[config.mk]
export PLATFORM = sky130hd
export DESIGN_NAME = instr_fetch_unit
export DESIGN_NICKNAME = d
export VERILOG_FILES = /design/src/rtl/kgp_risc_pkg.sv /design/src/rtl/fetch_skid_buffer.sv /design/src/rtl/instr_fetch_unit.sv
export SDC_FILE = /design/constraint.sdc
export NUM_CORES = 1
export LEC_CHECK = 0
export ABC_AREA = 1
export BUFFER_PORTS_ARGS = -buffer_cell sky130_fd_sc_hd__buf_2
export CAP_MARGIN = 25
export CELL_PAD_IN_SITES_DETAIL_PLACEMENT = 1
export CELL_PAD_IN_SITES_GLOBAL_PLACEMENT = 1
export CORE_UTILIZATION = 29
export CTS_CLUSTER_DIAMETER = 60
export DETAILED_ROUTE_END_ITERATION = 8
export PLACE_DENSITY = 0.59
export REMOVE_ABC_BUFFERS = 1
export SETUP_SLACK_MARGIN = 0.4
export SLEW_MARGIN = 20
export SYNTH_ARGS = -nofsm -noshare
export SYNTH_HDL_FRONTEND = slang
export SYNTH_SLANG_ARGS = --single-unit
export TNS_END_PERCENT = 5
[constraint.sdc]
create_clock -name clk -period 12.6 [get_ports clk]
set_input_delay 1.26 -clock clk [delete_from_list [all_inputs] [get_ports clk]]
set_output_delay 1.26 -clock clk [all_outputs]
set_load 0.01 [all_outputs]
[src/rtl/kgp_risc_pkg.sv]
// kgp_risc_pkg: shared KGP-RISC widths, reset vector and fetch FSM encoding.
package kgp_risc_pkg;
    localparam int PC_W = 32;
    localparam int INSTR_W = 32;
    localparam int IMEM_AW = 10;
    localparam logic [31:0] BOOT_PC = 32'h0;
    localparam int PC_INC = 4;
    typedef enum logic {ST_RUN, ST_HALTED} fetch_state_t;
endpackage

[src/rtl/fetch_skid_buffer.sv]
// fetch_skid_buffer: 1-entry {instr,pc} hold register with load, unload and flush.
module fetch_skid_buffer #(
    parameter int PC_WIDTH = 32,
    parameter int INSTR_WIDTH = 32
) (
    input  logic                   clk,
    input  logic                   rst,
    input  logic                   flush,
    input  logic                   load,
    input  logic                   unload,
    input  logic [INSTR_WIDTH-1:0] in_instr,
    input  logic [PC_WIDTH-1:0]    in_pc,
    output logic                   valid,
    output logic [INSTR_WIDTH-1:0] out_instr,
    output logic [PC_WIDTH-1:0]    out_pc
);
    always_ff @(posedge clk) begin
        if (rst || flush) begin
            valid <= 1'b0;
        end else if (load) begin
            valid <= 1'b1;
            out_instr <= in_instr;
            out_pc <= in_pc;
        end else if (unload) begin
            valid <= 1'b0;
        end
    end
endmodule

[src/rtl/instr_fetch_unit.sv]
// instr_fetch_unit: KGP-RISC fetch stage driving a 1-cycle synchronous InstrMem
// and handing {instr, pc} to decode over valid/ready with redirect and halt.
module instr_fetch_unit
    import kgp_risc_pkg::*;
#(
    parameter int PC_WIDTH = PC_W,
    parameter int ADDR_WIDTH = IMEM_AW,
    parameter int INSTR_WIDTH = INSTR_W,
    parameter logic [PC_WIDTH-1:0] RESET_PC = PC_WIDTH'(BOOT_PC)
) (
    input  logic                   clk,
    input  logic                   rst,
    output logic [ADDR_WIDTH-1:0]  imem_addr,
    input  logic [INSTR_WIDTH-1:0] imem_data,
    input  logic                   redirect_valid,
    input  logic [PC_WIDTH-1:0]    redirect_pc,
    input  logic                   halt,
    output logic                   instr_valid,
    input  logic                   instr_ready,
    output logic [INSTR_WIDTH-1:0] instr,
    output logic [PC_WIDTH-1:0]    instr_pc,
    output logic                   halted
);
    fetch_state_t state;
    logic [PC_WIDTH-1:0] fpc, req_pc, hold_pc, addr_pc, redir_pc;
    logic [INSTR_WIDTH-1:0] hold_instr;
    logic req_v, hold_v, run, redir, issue, load, flush;
    always_comb begin
        run = (state == ST_RUN) & ~halt;
        redir_pc = redirect_pc & ~PC_WIDTH'(3);
        redir = run & redirect_valid;
        addr_pc = rst ? RESET_PC : redir ? redir_pc : fpc;
        instr_valid = (hold_v | req_v) & ~redirect_valid;
        issue = run & (~instr_valid | instr_ready);
        instr = ~instr_valid ? '0 : hold_v ? hold_instr : imem_data;
        instr_pc = ~instr_valid ? '0 : hold_v ? hold_pc : req_pc;
        // capture the in-flight read only when decode refuses it and nothing squashes it
        load = req_v & ~hold_v & ~instr_ready & ~redirect_valid;
        flush = redirect_valid | ~run;
    end
    assign imem_addr = addr_pc[ADDR_WIDTH+1:2];
    assign halted = state == ST_HALTED;
    always_ff @(posedge clk) begin
        if (rst) begin
            state <= ST_RUN;
            fpc <= RESET_PC;
            req_v <= 1'b0;
            req_pc <= '0;
        end else begin
            if (halt && state == ST_RUN) state <= ST_HALTED;
            req_v <= issue;
            if (issue) begin
                req_pc <= addr_pc;
                fpc <= addr_pc + PC_WIDTH'(PC_INC);
            end
        end
    end
    fetch_skid_buffer #(.PC_WIDTH(PC_WIDTH), .INSTR_WIDTH(INSTR_WIDTH)) u_skid (
        .clk(clk),
        .rst(rst),
        .flush(flush),
        .load(load),
        .unload(instr_ready),
        .in_instr(imem_data),
        .in_pc(req_pc),
        .valid(hold_v),
        .out_instr(hold_instr),
        .out_pc(hold_pc)
    );
endmodule
-- After elaboration in Yosys (flattened, before gate mapping)
Cells that the tools add are included.
- output and inout port bits: 76
- register bits: 131
- input bits: 69
- logic and storage cells: 38
- bitwise operators: 18
- reduce and logical (&&, ||, !) cells: 4
- $add $sub $neg: 1
- muxes and demuxes: 8
- operator list (kind ; count):
    two-way mux 32 bit ; 6
    adder 32 x 3 -> 32 bit, second input constant ; 1
    NOT 1 bit ; 8
    AND 1 bit ; 7
    bitwise OR 1 bit ; 3
    two-way mux 1 bit ; 2
    AND reduction 2 bit ; 1
    nonzero test 2 bit ; 1
    logical AND 1 bit ; 1
    logical OR 1 bit ; 1

-- Depth between registers and ports, before layout
- depth after elaboration: 7
- mapped depth: 16
- gate-level depth less buffers: 16

-- Cells and area by module
A second synthesis with hierarchy kept.
- cell total of the unflattened synthesis: 879
- area, all modules: 7048.0 um^2
- by module, submodules not included (module ; cells an instance ; sequential area each (um^2) ; area each (um^2) ; instances):
    instr_fetch_unit ; 807 ; 1241.2 ; 5077.4 ; 1
    fetch_skid_buffer ; 72 ; 1941.9 ; 1970.6 ; 1

-- Worst setup path before layout
No wires, ideal clock.
- path kind: input to register
- start: in rst
- end: reg u_skid.out_instr[0], enable pin
- stages: 5
- path slack: 4.209 ns
- path buffers: 2
- required time: 11.964 ns
- setup time: 0.636 ns
- data arrival time: 7.756 ns
- path through: inv_2 -> buf_4 -> buf_2 -> nand3_1 -> nor4_1
- word-level cells in the longest chain between the ends: 3
- ends and longest elaborated chain (item ; line ; text):
    start: declaration ; instr_fetch_unit.sv:12 ; input logic rst,
    logical OR 1 bit ; fetch_skid_buffer.sv:18 ; if (rst || flush) begin
    NOT 1 bit (no source line) ; - ;
    AND reduction 2 bit (no source line) ; - ;
    end signal: assignment ; fetch_skid_buffer.sv:22 ; out_instr <= in_instr;
    end: declaration ; fetch_skid_buffer.sv:14 ; output logic [INSTR_WIDTH-1:0] out_instr,
No other way between the ends.
A chain may end at the register's enable or synchronous reset.

-- Final worst setup path
- start: in rst
- end: out imem_addr[9]
- word-level cells in the longest chain between the ends: 1
- ends and longest elaborated chain (item ; line ; text):
    two-way mux 32 bit ; instr_fetch_unit.sv:32 ; addr_pc = rst ? RESET_PC : redir ? redir_pc : fpc;
    end: declaration ; instr_fetch_unit.sv:13 ; output logic [ADDR_WIDTH-1:0] imem_addr,
No other way between the ends.

==> out/metrics.yaml <==
critPathLaunchType: "input pin"
synth_cell_type_count: 35
max_stage_delay_ns: 0.55
clk_pin_slew_worst_paths_ns: 0.06
gp_congestion: 0.7855
cp_cell_sequence: "buf_2 -> buf_4 -> inv_2 -> buf_4 -> nand3_1 -> inv_1 -> buf_2"
synth.most_common_cell: "nand2_1"
cp_data_required_time_ns: 11.34
die_w_microns: 156.9
cts-root-buf: "clkbuf_16"
synth_common_cells: "342 x nand2_1, 155 x inv_1, 77 x nor2_1, 63 x dfxtp_1, 62 x edfxtp_1"
clkSinkCount: 125
maxSlewViolCount: 0
dr_total_vias: 6276
syn2layout_area_growth_pct: 20.76
grt_overflow: 0
drive_gt1_frac: 0.1984
cp-startpoint: "rst"
yosys.area_share.simple: 0.3269
grt_pass1_wl_mm: 32.31
worst_clock_skew_ns: 0.01048
finalHoldViolCount: 0
vdd_drop_max_mv: 0.07821
yosys_warnings: 0
ys_top_cells_by_area: "edfxtp_1 27%, nand2_1 18%, dfxtp_1 18%"
cp_slowest_cell: "inv_2"
postCtsHoldBufs: 0
clk_latency_ns: 0.42
layoutNonFillerInstCount: 1428
max_freq_ghz: 0.2234
avgSynthCellArea_sq_um: 7.046
fin_tns_setup_ns: 0
tightestPinTransition_ns: 0.6665
drc: 0
critPathCaptureType: "output pin"
synth-edff-count: 62
synthXorXnorAreaFrac: 0.003774
relSlewSlack: 0.5550
io_buffers: 140
antenna_found_initial: 1
p_leak_nw: 4.364
dieArea_sq_mm: 0.02463
path_max_fanout: 37
yosys-mux-area-fraction: 0
crit_path_end: "imem_addr[9]"
wire_per_inst_microns: 13.98
outcome: "finished, final reports clean"
dr.pass1.iters: 4
die_h_microns: 156.9
fin_crit_ns: 4.476
dp_hpwl_mm: 13.11
antenna_cells: 0
cap_violations: 0
yosys_register_bits: 125
cts_buffer_depth: 2
critPathKind: "input pin to output pin"
synthArstFlopShare: 0
synth_compound_area_frac: 0.07962
ios: 145
synth_top_area_cell: "edfxtp_1"
start_util: 0.2966
dp_cells: 1396
syn-instance-count: 988
grtUsageTotal: 0.1707
worst_hold_path_type: "flop to flop"
fin_crit_sh: 0.3553
syn_area_sq_mm: 0.006962
antenna_left: 0
cts_tree: "built"
finalSetupViolCount: 0
rows: 56
ys.flop_type: "dfxtp_1"
cts_resized: 0
routed_via_density: 4.395
arrival_ns: 3.22
synth-seq-area-share: 0.4486
worst-r2r-cell-count: 11
regToRegSetupSlack_ns: 9.96
fp.coreArea_sq_mm: 0.02347
rsz0062_at_grt: "false"
synthAdderAreaFrac: 0.001797
htreeDepth: 4
yosys.area.top_type_share: 0.2674
reg2reg_from: "halted"
r2r_end: "fpc[27]"
synth_top_family_by_area: "simple AND/OR/NAND/NOR gates"
grt_max_degree: 63
drt_wl_total_mm: 19.96
cts_setup_buffers: 0
final_nets: 1166
grt_pass1_vias: 6183
cts_buffers: 17
drt_iter0_drc: 270
powerDensity_mw_per_mm2: 124.7
report_power, final:
group          internal [W]  switching (W)  total, W
clock              0.000310       0.000192  0.000502
combinational     0.0000343      0.0000673  0.000102
sequential         0.000438     0.00000622  0.000445
total              0.000783       0.000266   0.00105
worst min path at each step:
stage | start | end | slack, ns | depth (start not counted)
floorplan | req_pc[11] | u_skid.out_pc[11] | 0.41 | 0
global placement | req_pc[11] | u_skid.out_pc[11] | 0.41 | 0
detailed placement | req_pc[11] | u_skid.out_pc[11] | 0.42 | 0
CTS | req_pc[11] | u_skid.out_pc[11] | 0.43 | 0
global route | req_pc[8] | u_skid.out_pc[8] | 0.44 | 0
finish | req_pc[11] | u_skid.out_pc[11] | 0.43 | 0
layout make-up:
type	count	area, sq um
clock buffer	17	425.4
clock inverter	15	170.2
fill	3012	15070
inverter	163	614.3
multi-input combinational	638	2890
sequential	125	3124
tap	319	399.1
timing repair buffer	151	783.3
through the flow:
step | total power (W) | hold slack, ns | utilization | setup WS, ns | cell area [sq um]
6_report | 0.001048 | 0.4300 | 0.3582 | 8.124 | 8407
5_1_grt | 0.001096 | 0.4374 | 0.3582 | 7.976 | 8407
4_1_cts | 0.001065 | 0.4321 | 0.3582 | 8.087 | 8407
3_5_place_dp | 0.0005568 | 0.4172 | 0.3328 | 8.097 | 7811
3_3_place_gp | 0.0005547 | 0.4096 | 0.3327 | 8.097 | 7809
2_1_floorplan | 0.0005122 | 0.4082 | - | 4.076 | 6611
layout by cell type, fill, tap and decap left out, types with 4 or more instances in the layout:
| cell type | n |
|---|---|
| nor2_2 | 6 |
| nand3_1 | 52 |
| buf_2 | 140 |
| clkinv_2 | 4 |
| clkbuf_16 | 17 |
| inv_1 | 155 |
| edfxtp_1 | 62 |
| buf_4 | 11 |
| dfxtp_1 | 62 |
| clkinvlp_4 | 4 |
| nand4_1 | 8 |
| nor2_4 | 4 |
| inv_2 | 7 |
| nand3_2 | 13 |
| nand3b_1 | 13 |
| a211oi_1 | 6 |
| nand2_1 | 342 |
| nor3_1 | 5 |
| a21oi_1 | 48 |
| nor2_1 | 77 |
| o21ai_0 | 41 |
| o21ai_1 | 4 |
registers in the layout, summed over array words and instances (netlist names):
name              flops
u_skid.valid          1
u_skid.out_pc        30
req_pc               30
req_v                 1
halted                1
u_skid.out_instr     32
fpc                  30
critical path, delay by kind of cell:
family,cells,cell delay (ns)
AND/OR/NAND/NOR,1,0.25
buffers and inverters,6,1.68
routing by layer:
metal  up-vias  GRT usage  wire length, microns
li1       3276          -                     -
met1      2880     0.2193                  9820
met2        99     0.2919                  9251
met3        19    0.02946                   642
met4         2    0.04995                   234
met5         -          0                    14
kinds of logic after synthesis:
kind of cell               count (synthesis)
and+or+nand+nor                          527
buffers and inverters                    226
DFF                                      125
AOI/OAI and AO/OA                        105
xor gates and xnor gates                   3
adders and majority gates                  1
other                                      1
Note: power is estimated with default switching activity, not from simulation.
